$ cat config.mk
export PLATFORM = sky130hd
export DESIGN_NAME = lsu
export DESIGN_NICKNAME = d
export VERILOG_FILES = /design/src/rtl/mips_pkg.sv /design/src/rtl/lsu_lane.sv /design/src/rtl/lsu.sv
export SDC_FILE = /design/constraint.sdc
export NUM_CORES = 1
export LEC_CHECK = 0
export CAP_MARGIN = 25
export CORE_MARGIN = 1
export CORE_UTILIZATION = 40
export DETAILED_ROUTE_END_ITERATION = 8
export HOLD_SLACK_MARGIN = 0.15
export PLACE_DENSITY = 0.74
export SYNTH_ARGS = -nofsm -noshare
export SYNTH_HDL_FRONTEND = slang
export SYNTH_HIERARCHICAL = 1
export SYNTH_SLANG_ARGS = --single-unit
$ cat constraint.sdc
create_clock -name clk -period 4.52 [get_ports clk]
set_input_delay 0.678 -clock clk [delete_from_list [all_inputs] [get_ports clk]]
set_output_delay 0.678 -clock clk [all_outputs]
set_load 0.01 [all_outputs]
$ cat src/rtl/mips_pkg.sv
// Shared MIPS32 datapath definitions: access size encodings, LSU states and word geometry.
package mips_pkg;

  localparam logic [1:0] SZ_BYTE = 2'b00;
  localparam logic [1:0] SZ_HALF = 2'b01;
  localparam logic [1:0] SZ_WORD = 2'b10;

  localparam int WORD_BYTES = 4;

  typedef enum logic [2:0] {
    LSU_IDLE,
    LSU_LOAD,
    LSU_STORE,
    LSU_RMW_RD,
    LSU_RMW_WR,
    LSU_RESP
  } lsu_state_e;

endpackage

$ cat src/rtl/lsu_lane.sv
// Little-endian lane logic: extracts and extends load data, and merges sub-word store data into a memory word.
module lsu_lane
  import mips_pkg::*;
(
  input  logic [31:0] i_word,
  input  logic [1:0]  i_lane,
  input  logic [1:0]  i_size,
  input  logic        i_unsigned,
  input  logic [31:0] i_wdata,
  output logic [31:0] o_load,
  output logic [31:0] o_merged
);

  logic [7:0]  w_byte;
  logic [15:0] w_half;

  // Word size passes straight through; sub-word sizes select a lane and splice in the new data.
  always_comb begin
    w_byte   = i_word[{i_lane, 3'b000} +: 8];
    w_half   = i_word[{i_lane[1], 4'b0000} +: 16];
    o_load   = i_word;
    o_merged = i_wdata;
    case (i_size)
      SZ_BYTE: begin
        o_load   = {{24{w_byte[7] & ~i_unsigned}}, w_byte};
        o_merged = i_word;
        o_merged[{i_lane, 3'b000} +: 8] = i_wdata[7:0];
      end
      SZ_HALF: begin
        o_load   = {{16{w_half[15] & ~i_unsigned}}, w_half};
        o_merged = i_word;
        o_merged[{i_lane[1], 4'b0000} +: 16] = i_wdata[15:0];
      end
      default: ;
    endcase
  end

endmodule

$ cat src/rtl/lsu.sv
// MIPS32 load/store unit: one request at a time, sub-word stores as read-modify-write, misaligned accesses rejected.
module lsu
  import mips_pkg::*;
#(
  parameter int ADDR_BITS = 12
) (
  input  logic        clk,
  input  logic        rst,
  input  logic        req_valid,
  output logic        req_ready,
  input  logic        req_write,
  input  logic [1:0]  req_size,
  input  logic        req_unsigned,
  input  logic [31:0] req_addr,
  input  logic [31:0] req_wdata,
  output logic        resp_valid,
  output logic [31:0] resp_rdata,
  output logic        resp_err,
  output logic [31:0] mem_addr,
  output logic [31:0] mem_write_data,
  output logic        mem_write,
  output logic        mem_read,
  input  logic [31:0] mem_read_data
);

  localparam logic [31:0] ADDR_MASK  = (ADDR_BITS >= 32) ? 32'hFFFF_FFFF
                                                         : ((32'h1 << ADDR_BITS) - 32'h1);
  localparam logic [31:0] ALIGN_MASK = ~(32'(WORD_BYTES) - 32'h1);

  lsu_state_e  r_state;
  lsu_state_e  w_next;
  logic        r_write;
  logic        r_unsigned;
  logic        r_err;
  logic [1:0]  r_size;
  logic [31:0] r_addr;
  logic [31:0] r_wdata;
  logic [31:0] r_rdata;
  logic [31:0] r_merged;

  logic        w_accept;
  logic        w_misaligned;
  logic [31:0] w_load;
  logic [31:0] w_merged;

  assign w_misaligned = (req_size == 2'b11)
                     || ((req_size == SZ_HALF) && req_addr[0])
                     || ((req_size == SZ_WORD) && (req_addr[1:0] != 2'b00));
  assign req_ready    = (r_state == LSU_IDLE) && !rst;
  assign w_accept     = req_valid && req_ready;

  lsu_lane u_lane (
    .i_word     (mem_read_data),
    .i_lane     (r_addr[1:0]),
    .i_size     (r_size),
    .i_unsigned (r_unsigned),
    .i_wdata    (r_wdata),
    .o_load     (w_load),
    .o_merged   (w_merged)
  );

  always_comb begin
    w_next = r_state;
    case (r_state)
      LSU_IDLE: begin
        if (w_accept) begin
          if (w_misaligned)           w_next = LSU_RESP;
          else if (!req_write)        w_next = LSU_LOAD;
          else if (req_size == SZ_WORD) w_next = LSU_STORE;
          else                        w_next = LSU_RMW_RD;
        end
      end
      LSU_LOAD, LSU_STORE, LSU_RMW_WR: w_next = LSU_RESP;
      LSU_RMW_RD:                      w_next = LSU_RMW_WR;
      default:                         w_next = LSU_IDLE;
    endcase
    if (rst) w_next = LSU_IDLE;
  end

  // Strobes and response are gated by reset so an aborted store never reaches memory.
  always_comb begin
    mem_read       = 1'b0;
    mem_write      = 1'b0;
    mem_addr       = '0;
    mem_write_data = '0;
    resp_valid     = 1'b0;
    resp_err       = 1'b0;
    resp_rdata     = '0;
    case (r_state)
      LSU_LOAD, LSU_RMW_RD: begin
        mem_read = !rst;
        mem_addr = r_addr & ALIGN_MASK;
      end
      LSU_STORE: begin
        mem_write      = !rst;
        mem_addr       = r_addr & ALIGN_MASK;
        mem_write_data = r_wdata;
      end
      LSU_RMW_WR: begin
        mem_write      = !rst;
        mem_addr       = r_addr & ALIGN_MASK;
        mem_write_data = r_merged;
      end
      LSU_RESP: begin
        resp_valid = !rst;
        resp_err   = r_err && !rst;
        resp_rdata = rst ? 32'h0 : r_rdata;
      end
      default: ;
    endcase
  end

  always_ff @(posedge clk) begin
    r_state <= w_next;
  end

  always_ff @(posedge clk) begin
    if (rst) begin
      r_write    <= 1'b0;
      r_unsigned <= 1'b0;
      r_err      <= 1'b0;
      r_size     <= SZ_BYTE;
      r_addr     <= '0;
      r_wdata    <= '0;
      r_rdata    <= '0;
      r_merged   <= '0;
    end else begin
      case (r_state)
        LSU_IDLE: begin
          if (w_accept) begin
            r_write    <= req_write;
            r_unsigned <= req_unsigned;
            r_size     <= req_size;
            r_addr     <= req_addr & ADDR_MASK;
            r_wdata    <= req_wdata;
            r_err      <= w_misaligned;
            r_rdata    <= '0;
          end
        end
        LSU_LOAD:   r_rdata  <= w_load;
        LSU_RMW_RD: r_merged <= w_merged;
        default: ;
      endcase
    end
  end

  logic w_unusedWrite;
  assign w_unusedWrite = r_write;

endmodule

==> run_results.csv, run 1 <==
group,metric,value,unit
routing,wl_per_cell,18.4,microns
die,io_pins,204,
cells_and_area,final_common_cell,"clkdlybuf4s50_1",
cells_and_area,diodes,0,
yosys,syn_area,6990,sq um
cts,ctsHoldBuffers,0,
cells_and_area,final_util,0.544,
place,placed_area,8560,sq um
routing,wl,20800,microns
cells_and_area,fin_nets,1001,
yosys,avgSynthCellArea,9.15,sq um
hold_path,hp-class,"reg2reg",
cts,clock_latency,0.42,ns
cts,postCtsResizedCells,0,
cts,clk_pin_slew_worst_paths,0.05,ns
cts,h-tree-depth,4,
die,die_w,134,microns
global_routing,antenna_found_initial,0,
power_and_ir_drop,total_power,3.19,mW
critical_path,critPathMaxFanout,33,
status,outcome,"completed",
critical_path,critPathRequiredTime,3.84,ns
global_routing,overflow,0,
power_and_ir_drop,power_density,349,nW/um^2
power_and_ir_drop,leakage,3.45,nW
critical_path,regToRegStartpoint,"r_addr[1]",
cts,cts_buffers,17,
routing,via_per_inst,5.57,
sta,fin_crit_sh,0.697,
yosys,synthCells,764,
power_and_ir_drop,ir_worst_vdd,0.000267,V
die,die_y,134,microns
critical_path,crit_path_end_kind,"primary output",
sta,setup-tns-final,0,ns
die,dieArea,18000,sq um
sta,drv_slew,0,
sta,finalHoldViolCount,0,
critical_path,cp_cell_sequence,"nor3b_4, buf_4, a22o_1, clkdlybuf4s50_1",
critical_path,r2r_slack,1.91,ns
die,placementRows,47,
flow_run,drv_cap,0,
critical_path,path_class,"reg2out",
hold_path,hp-start,"r_merged[9]",
global_routing,grt_pass1_vias,5770,
global_routing,grt_pass1_wl,32300,microns
routing,detail_route.drc_violations,0,
critical_path,worst_r2r_path_depth,7,
place,gp_congestion,0.918,
sta,max_slew_margin,0.349,
sta,fmaxAchievable,317,MHz
cts,cts_root_buf,"clkbuf_16",
hold_path,holdPathEnd,"r_merged[9]",
yosys,yosys_register_bits,115,
critical_path,arrival,2.47,ns
cts,cts_tree,"done",
hold_path,hold_depth,2,
routing,postRouteAntennaNets,0,
yosys,synth_ff_type,"dfxtp_1",
routing,num_vias,6268,
sta,finalSetupViolCount,0,
critical_path,crit_family,"buffers and inverters",
routing,detail_route.first_pass.iterations,5,
global_routing,grt_use_total,0.234,
critical_path,r2r_end,"r_merged[29]",
yosys,synth_edf_count,0,
sta,fin_crit,3.15,ns
cells_and_area,drive_gt1_frac,0.154,
die,initial_core_util,0.416,
critical_path,cp_slowest_stage_delay,0.61,ns
yosys,async_flop_share,0,
cells_and_area,layout_common_cells,"clkdlybuf4s50_1 (160), dfxtp_1 (114), nand2_1 (108)",
critical_path,path_buf_inv,2,
yosys,yosys_warnings,6,
yosys,ys_types,69,
place,place_hpwl,14700,microns
cts,post_cts_buffers,0,
sta,hold_slack,0.456,ns
routing,drtIter0Drc,619,
cts,cts.sinks,115,
sta,rsz0062_at_grt,"no",
critical_path,cp-start-kind,"flop",
place,io_buffer_count,161,
critical_path,critPathSlowestCell,"dfxtp_1",
sta,tightest_slew,0.973,ns
cts,clockBufferDepth,2,
cells_and_area,final_cell_area,9140,sq um
yosys,ys_seq_area_frac,0.329,
cells_and_area,area_growth,30.8,%
sta,worst_clock_skew,0.0111,ns
die,core_area,16800,sq um
global_routing,grt_max_degree,47,
[worst max path at each step]
stage	start	endpoint	slack (ns)	cells past startpoint
floorplan	rst	resp_rdata[22]	2.15	4
global placement	rst	resp_rdata[15]	1.54	6
detailed placement	rst	resp_rdata[26]	1.53	6
CTS	r_state[1]	mem_write_data[14]	1.36	4
global route	r_state[1]	mem_write_data[14]	1.28	4
finish	r_state[1]	mem_write_data[14]	1.37	4
[final cells by class]
cell class	instances	area, sq um
clock buffers	22	474
clock inverters	9	105
fillers	1565	7680
inverters	12	47.5
multi-input cells	571	4210
flip-flops and latches	115	2300
well taps	220	275
repair buffers	176	1730
[synth_stat cells, drive strengths merged, types with 3 or more instances]
master	n	area [sq um]
dfxtp	115	2300
nand2	109	412
a22o	86	753
buf	64	447
nor2b	62	390
mux2	57	717
a21oi	38	194
and2	32	200
clkbuf	23	86.3
o21ai	20	138
nor2	16	72.6
o221ai	16	190
a221o	15	150
mux2i	15	150
a22oi	13	116
inv	12	47.6
and3	10	62.6
a41oi	8	70.1
o211ai	8	60.1
ha	5	62.6
nor3	4	30.0
nor3b	4	35.0
nor4	3	40.0
or2	3	18.8
[layer usage]
metal / wire [microns] / up-vias / track usage
met5: 0 / - / 0
met4: 360 / 0 / 0.0893
met3: 1630 / 25 / 0.0484
met2: 9260 / 287 / 0.352
met1: 9510 / 2962 / 0.325
li1: - / 2994 / -
[state kept, by name, summed over array words and instances (netlist names)]
signal / cells
r_state: 3
r_addr: 12
r_rdata: 32
r_merged: 32
r_err: 1
r_size: 2
r_wdata: 32
r_unsigned: 1
[power breakdown]
part	switching, mW	total [mW]	internal (mW)
clock	0.471	1.32	0.847
sequential	0.0905	1.18	1.09
combinational	0.351	0.693	0.342
[metrics by stage]
stage / std cells / setup WS (ns)
after floorplan: 785 / 2.15
after global placement: 1091 / 1.54
after detailed placement: 1094 / 1.53
after CTS: 1125 / 1.36
after global routing: 1125 / 1.28
final: 1125 / 1.37
[cell families (layout without fill, tap and decap cells)]
group,after synthesis,in the layout,synth area share
fa+ha+maj,5,5,0.00895
other cells,1,22,0.000536
simple gates,256,256,0.198
flops,115,115,0.329
compound gates,216,216,0.256
buf+inv,99,219,0.0831
mux,72,72,0.124
[worst reg2reg max path: stages (launching register included)]
cell and delay [ns]:
dfxtp_1 0.75, inv_4 0.21, ha_1 0.42, nor2b_1 0.50, a41oi_1 0.22, o221ai_1 0.24, nand2_1 0.08, a21oi_1 0.12
Note: power is estimated with default switching activity, not from simulation.
==> inputs of run 2 (changes only) <==
==> constraint.sdc (replaced) <==
create_clock -name clk -period 3.3 [get_ports clk]
set_input_delay 0.495 -clock clk [delete_from_list [all_inputs] [get_ports clk]]
set_output_delay 0.495 -clock clk [all_outputs]
set_load 0.01 [all_outputs]
==> run 2 against run 1 <==
Net effect: cell count grew 0.18%; clock power rose by 34%; total power rose by 36%; sequential power grew 35%; combinational power grew 41%; die area unchanged; worst hold slack got worse by 0.0036 ns; largest cell class unchanged.
==> run_results.csv, run 2 (synthesis gave the netlist of run 1 again) <==
group,metric,value,unit
status,outcome,"completed",
routing,detail_route.first_pass.iterations,5,
global_routing,grt_pass1_wl,32000,microns
die,placementRows,47,
place,dp_slack,0.620,ns
routing,detail_route.drc_violations,0,
cells_and_area,area_growth,30.7,%
power_and_ir_drop,leakage,3.46,nW
global_routing,grt_max_degree,50,
routing,postRouteAntennaNets,0,
cells_and_area,layout_common_cells,"clkdlybuf4s50_1 (160), dfxtp_1 (114), nand2_1 (108)",
sta,hold_slack,0.452,ns
flow_run,drv_cap,0,
cts,cts.sinks,115,
critical_path,cp-start-kind,"flop",
critical_path,crit_path_end_kind,"primary output",
die,io_pins,204,
cells_and_area,finalNonFillerCells,1127,
cells_and_area,drive_gt1_frac,0.154,
cells_and_area,fillerInstances,1515,
sta,fin_ws,0.331,ns
routing,drtIter0Drc,615,
cts,h-tree-depth,4,
die,initial_core_util,0.416,
sta,fin_crit,2.97,ns
place,io_buffer_count,161,
sta,rsz0062_at_grt,"no",
sta,drv_slew,0,
die,die_w,134,microns
cts,post_cts_buffers,0,
cells_and_area,fin_nets,1003,
routing,wl,20800,microns
die,core_area,16800,sq um
critical_path,arrival,2.47,ns
power_and_ir_drop,ir_worst_vdd,0.000371,V
die,die_y,134,microns
cts,clock_latency,0.42,ns
cts,cts_root_buf,"clkbuf_16",
cells_and_area,largestRegisters,"r_merged x32, r_rdata x32, r_wdata x32",
die,dieArea,18000,sq um
global_routing,grt_use_total,0.230,
cts,ctsHoldBuffers,0,
global_routing,overflow,0,
sta,setup-tns-final,0,ns
sta,worst_clock_skew,0.00525,ns
sta,fin_crit_sh,0.900,
routing,num_vias,6315,
place,place_hpwl,14800,microns
power_and_ir_drop,power_density,475,nW/um^2
routing,wl_per_cell,18.5,microns
place,gp_congestion,0.932,
sta,tightest_slew,0.681,ns
critical_path,critPathMaxFanout,33,
critical_path,critPathRequiredTime,2.80,ns
sta,finalHoldViolCount,0,
cts,clockBufferDepth,2,
global_routing,grt_pass1_vias,5731,
hold_path,hp-class,"reg2reg",
sta,max_slew_margin,0.545,
routing,via_per_inst,5.60,
sta,finalSetupViolCount,0,
global_routing,antenna_found_initial,0,
cells_and_area,final_common_cell,"clkdlybuf4s50_1",
critical_path,path_class,"reg2out",
cells_and_area,diodes,0,
cts,cts_buffers,17,
cts,cts_tree,"done",
place,dp_cells,1095,
cts,postCtsResizedCells,0,
sta,fmaxAchievable,337,MHz
cts,clk_pin_slew_worst_paths,0.05,ns
run 2: worst paths after layout:
check	slack (ns)	startpoint	endpoint	depth (start not counted)
min	0.45	r_merged[19]	r_merged[19]	2
max reg2reg	0.81	r_addr[0]	r_merged[24]	7
min reg2reg	0.45	r_merged[19]	r_merged[19]	2
max	0.33	r_state[1]	mem_write_data[8]	4
run 2: critical path: stages (launching register included):
cell	delay, ns
dfxtp_1	0.61
nor3b_4	0.25
buf_4	0.36
a22o_1	0.25
clkdlybuf4s50_1	0.56
run 2: layer usage:
| layer | part of all wire | up-vias | GRT usage | routed length [microns] |
|---|---|---|---|---|
| li1 | - | 2996 | - | - |
| met1 | 0.46 | 3002 | 0.319 | 9490 |
| met2 | 0.45 | 285 | 0.351 | 9380 |
| met3 | 0.079 | 32 | 0.0578 | 1640 |
| met4 | 0.016 | 0 | 0.0687 | 330 |
| met5 | 0 | - | 0 | 0 |
run 2: through the flow:
stage	utilization	area [sq um]	total power, mW
CTS	0.543	9130	4.35
detailed placement	0.510	8570	2.58
finish	0.543	9140	4.34
global placement	0.510	8570	2.57
global route	0.543	9140	4.50
floorplan	-	7070	2.30
run 2: where the power goes:
group	internal (mW)	switching [mW]	total [mW]
clock network	1.12	0.651	1.77
registers	1.49	0.106	1.59
logic	0.470	0.504	0.974
total	3.08	1.26	4.34
run 2: final cells by class:
| cell class | count | area (sq um) | share of cell area |
|---|---|---|---|
| well taps | 220 | 275 | 0.0301 |
| multi-input cells | 571 | 4210 | 0.460 |
| repair buffers | 178 | 1740 | 0.191 |
| flip-flops and latches | 115 | 2300 | 0.252 |
| inverters | 12 | 47.5 | 0.00520 |
| clock buffers | 21 | 450 | 0.0493 |
| clock inverters | 10 | 110 | 0.0120 |
==> inputs of run 3 (changes only) <==
--- a/config.mk
+++ b/config.mk
@@ -5,12 +5,12 @@
 export SDC_FILE = /design/constraint.sdc
 export NUM_CORES = 1
 export LEC_CHECK = 0
-export CAP_MARGIN = 25
+export CAP_MARGIN = 20
 export CORE_MARGIN = 1
-export CORE_UTILIZATION = 40
+export CORE_UTILIZATION = 48
 export DETAILED_ROUTE_END_ITERATION = 8
 export HOLD_SLACK_MARGIN = 0.15
-export PLACE_DENSITY = 0.74
+export PLACE_DENSITY = 0.86
 export SYNTH_ARGS = -nofsm -noshare
 export SYNTH_HDL_FRONTEND = slang
 export SYNTH_HIERARCHICAL = 1
==> run 3 against run 2 <==
Net effect: die area decreased by 16%; total power increased by 8.4%; largest power group unchanged; setup slack got worse by 0.016 ns.
==> run_results.csv, run 3 (synthesis gave the netlist of run 1 again) <==
group,metric,value,unit
cells_and_area,area_growth,31.7,%
place,place_hpwl,14300,microns
global_routing,antenna_found_initial,0,
cells_and_area,fin_nets,1002,
global_routing,grt_pass1_vias,5876,
sta,fin_crit_sh,0.904,
die,io_pins,204,
cells_and_area,layout_common_cells,"clkdlybuf4s50_1 (160), dfxtp_1 (114), nand2_1 (108)",
power_and_ir_drop,leakage,3.53,nW
power_and_ir_drop,p_int,3.45,mW
sta,fmaxAchievable,335,MHz
cts,ctsHoldBuffers,0,
power_and_ir_drop,switching_share,0.267,
routing,num_vias,6351,
global_routing,grt_use_total,0.276,
critical_path,worst_r2r_path_depth,7,
routing,wl,20400,microns
cells_and_area,drive_gt1_frac,0.157,
critical_path,critPathMaxFanout,33,
critical_path,arrival,2.49,ns
die,die_y,123,microns
critical_path,cp_slowest_stage_delay,0.63,ns
critical_path,critPathSlowestCell,"dfxtp_1",
sta,fin_crit,2.98,ns
routing,detail_route.first_pass.iterations,5,
cells_and_area,final_cell_area,9210,sq um
sta,setup-tns-final,0,ns
place,dp_cells,1054,
routing,via_per_inst,5.84,
sta,finalHoldViolCount,0,
power_and_ir_drop,p_seq_frac,0.343,
cts,clockBufferDepth,2,
sta,finalSetupViolCount,0,
critical_path,regToRegStartpoint,"r_addr[0]",
cts,cts_tree,"done",
die,die_w,123,microns
cts,cts_root_buf,"clkbuf_16",
cts,clk_pin_slew_worst_paths,0.05,ns
die,initial_core_util,0.498,
critical_path,crit_path_end_kind,"primary output",
place,io_buffer_count,161,
place,placed_area,8520,sq um
sta,rsz0062_at_grt,"no",
global_routing,grt_max_degree,50,
sta,tightest_slew,0.840,ns
critical_path,path_class,"reg2out",
sta,worst_clock_skew,0.00688,ns
cts,h-tree-depth,4,
cts,cts_buffers,17,
hold_path,hp-class,"reg2reg",
place,gp_congestion,0.916,
critical_path,cp-start-kind,"flop",
routing,detail_route.drc_violations,0,
sta,drv_slew,0,
global_routing,overflow,0,
cts,cts.sinks,115,
routing,postRouteAntennaNets,0,
flow_run,drv_cap,0,
cells_and_area,final_common_cell,"clkdlybuf4s50_1",
routing,drtIter0Drc,675,
cells_and_area,finalNonFillerCells,1087,
critical_path,critPathRequiredTime,2.80,ns
critical_path,cp-startpoint,"r_state[1]",
status,outcome,"completed",
power_and_ir_drop,ir_worst_vdd,0.000337,V
cells_and_area,diodes,0,
power_and_ir_drop,power_density,511,nW/um^2
critical_path,cp_cell_sequence,"nor3b_4, buf_4, a22o_1, clkdlybuf4s50_1",
power_and_ir_drop,p_clk_frac,0.454,
hold_path,hold_depth,2,
routing,wl_per_cell,18.8,microns
global_routing,grt_pass1_wl,31600,microns
hold_path,hp-start,"r_merged[22]",
die,core_area,14000,sq um
cells_and_area,largestRegisters,"r_merged x32, r_rdata x32, r_wdata x32",
cts,postCtsResizedCells,0,
die,placementRows,43,
cts,post_cts_buffers,0,
power_and_ir_drop,power_frac_comb,0.203,
die,dieArea,15100,sq um
cts,clock_latency,0.43,ns
sta,max_slew_margin,0.439,
power_and_ir_drop,p_sw,1.26,mW
run 3: area by class of cell:
type,instances,area [sq um]
Clock buffer,22,484
Clock inverter,10,200
Fill cell,1131,4830
Inverter,12,47.5
Multi-Input combinational cell,571,4210
Sequential cell,115,2300
Tap cell,180,225
Timing Repair Buffer,177,1740
run 3: worst paths after layout:
kind                              to  slack, ns
setup / recovery  mem_write_data[27]       0.32
hold / removal          r_merged[22]       0.46
setup reg to reg        r_merged[24]       0.75
hold reg to reg         r_merged[22]       0.46
run 3: power groups by stage:
stage	clock, mW	sequential, mW	combinational [mW]
4_1_cts	2.15	1.61	0.941
5_1_grt	2.23	1.62	1.03
6_report	2.14	1.61	0.957
2_1_floorplan	0	1.57	0.727
3_5_place_dp	0	1.64	0.932
3_3_place_gp	0	1.63	0.923
run 3: layer usage:
layer  routed length (microns)  track usage  share of wire  vias up
met5                         0            0              0        -
met4                       472       0.0960          0.023        0
met3                      1560       0.0730          0.076       43
met2                      9420        0.427           0.46      335
met1                      8960        0.369           0.44     2991
li1                          -            -              -     2982
run 3: through the flow:
| step | setup slack [ns] | hold WS, ns | util | total power, mW |
|---|---|---|---|---|
| after CTS | 0.173 | 0.457 | 0.655 | 4.70 |
| final | 0.315 | 0.457 | 0.656 | 4.70 |
| after detailed placement | 0.642 | 0.449 | 0.606 | 2.57 |
| after global placement | 0.662 | 0.443 | 0.606 | 2.56 |
| after floorplan | 1.17 | 0.436 | - | 2.30 |
| after global routing | 0.234 | 0.478 | 0.656 | 4.87 |
run 3: worst max-delay path: cells and delay by family (launching register included):
kind	cells	cell delay, ns
buffers and inverters	2	0.91
AO/OA/AOI/OAI	1	0.25
flip-flops	1	0.63
AND/OR/NAND/NOR	1	0.26
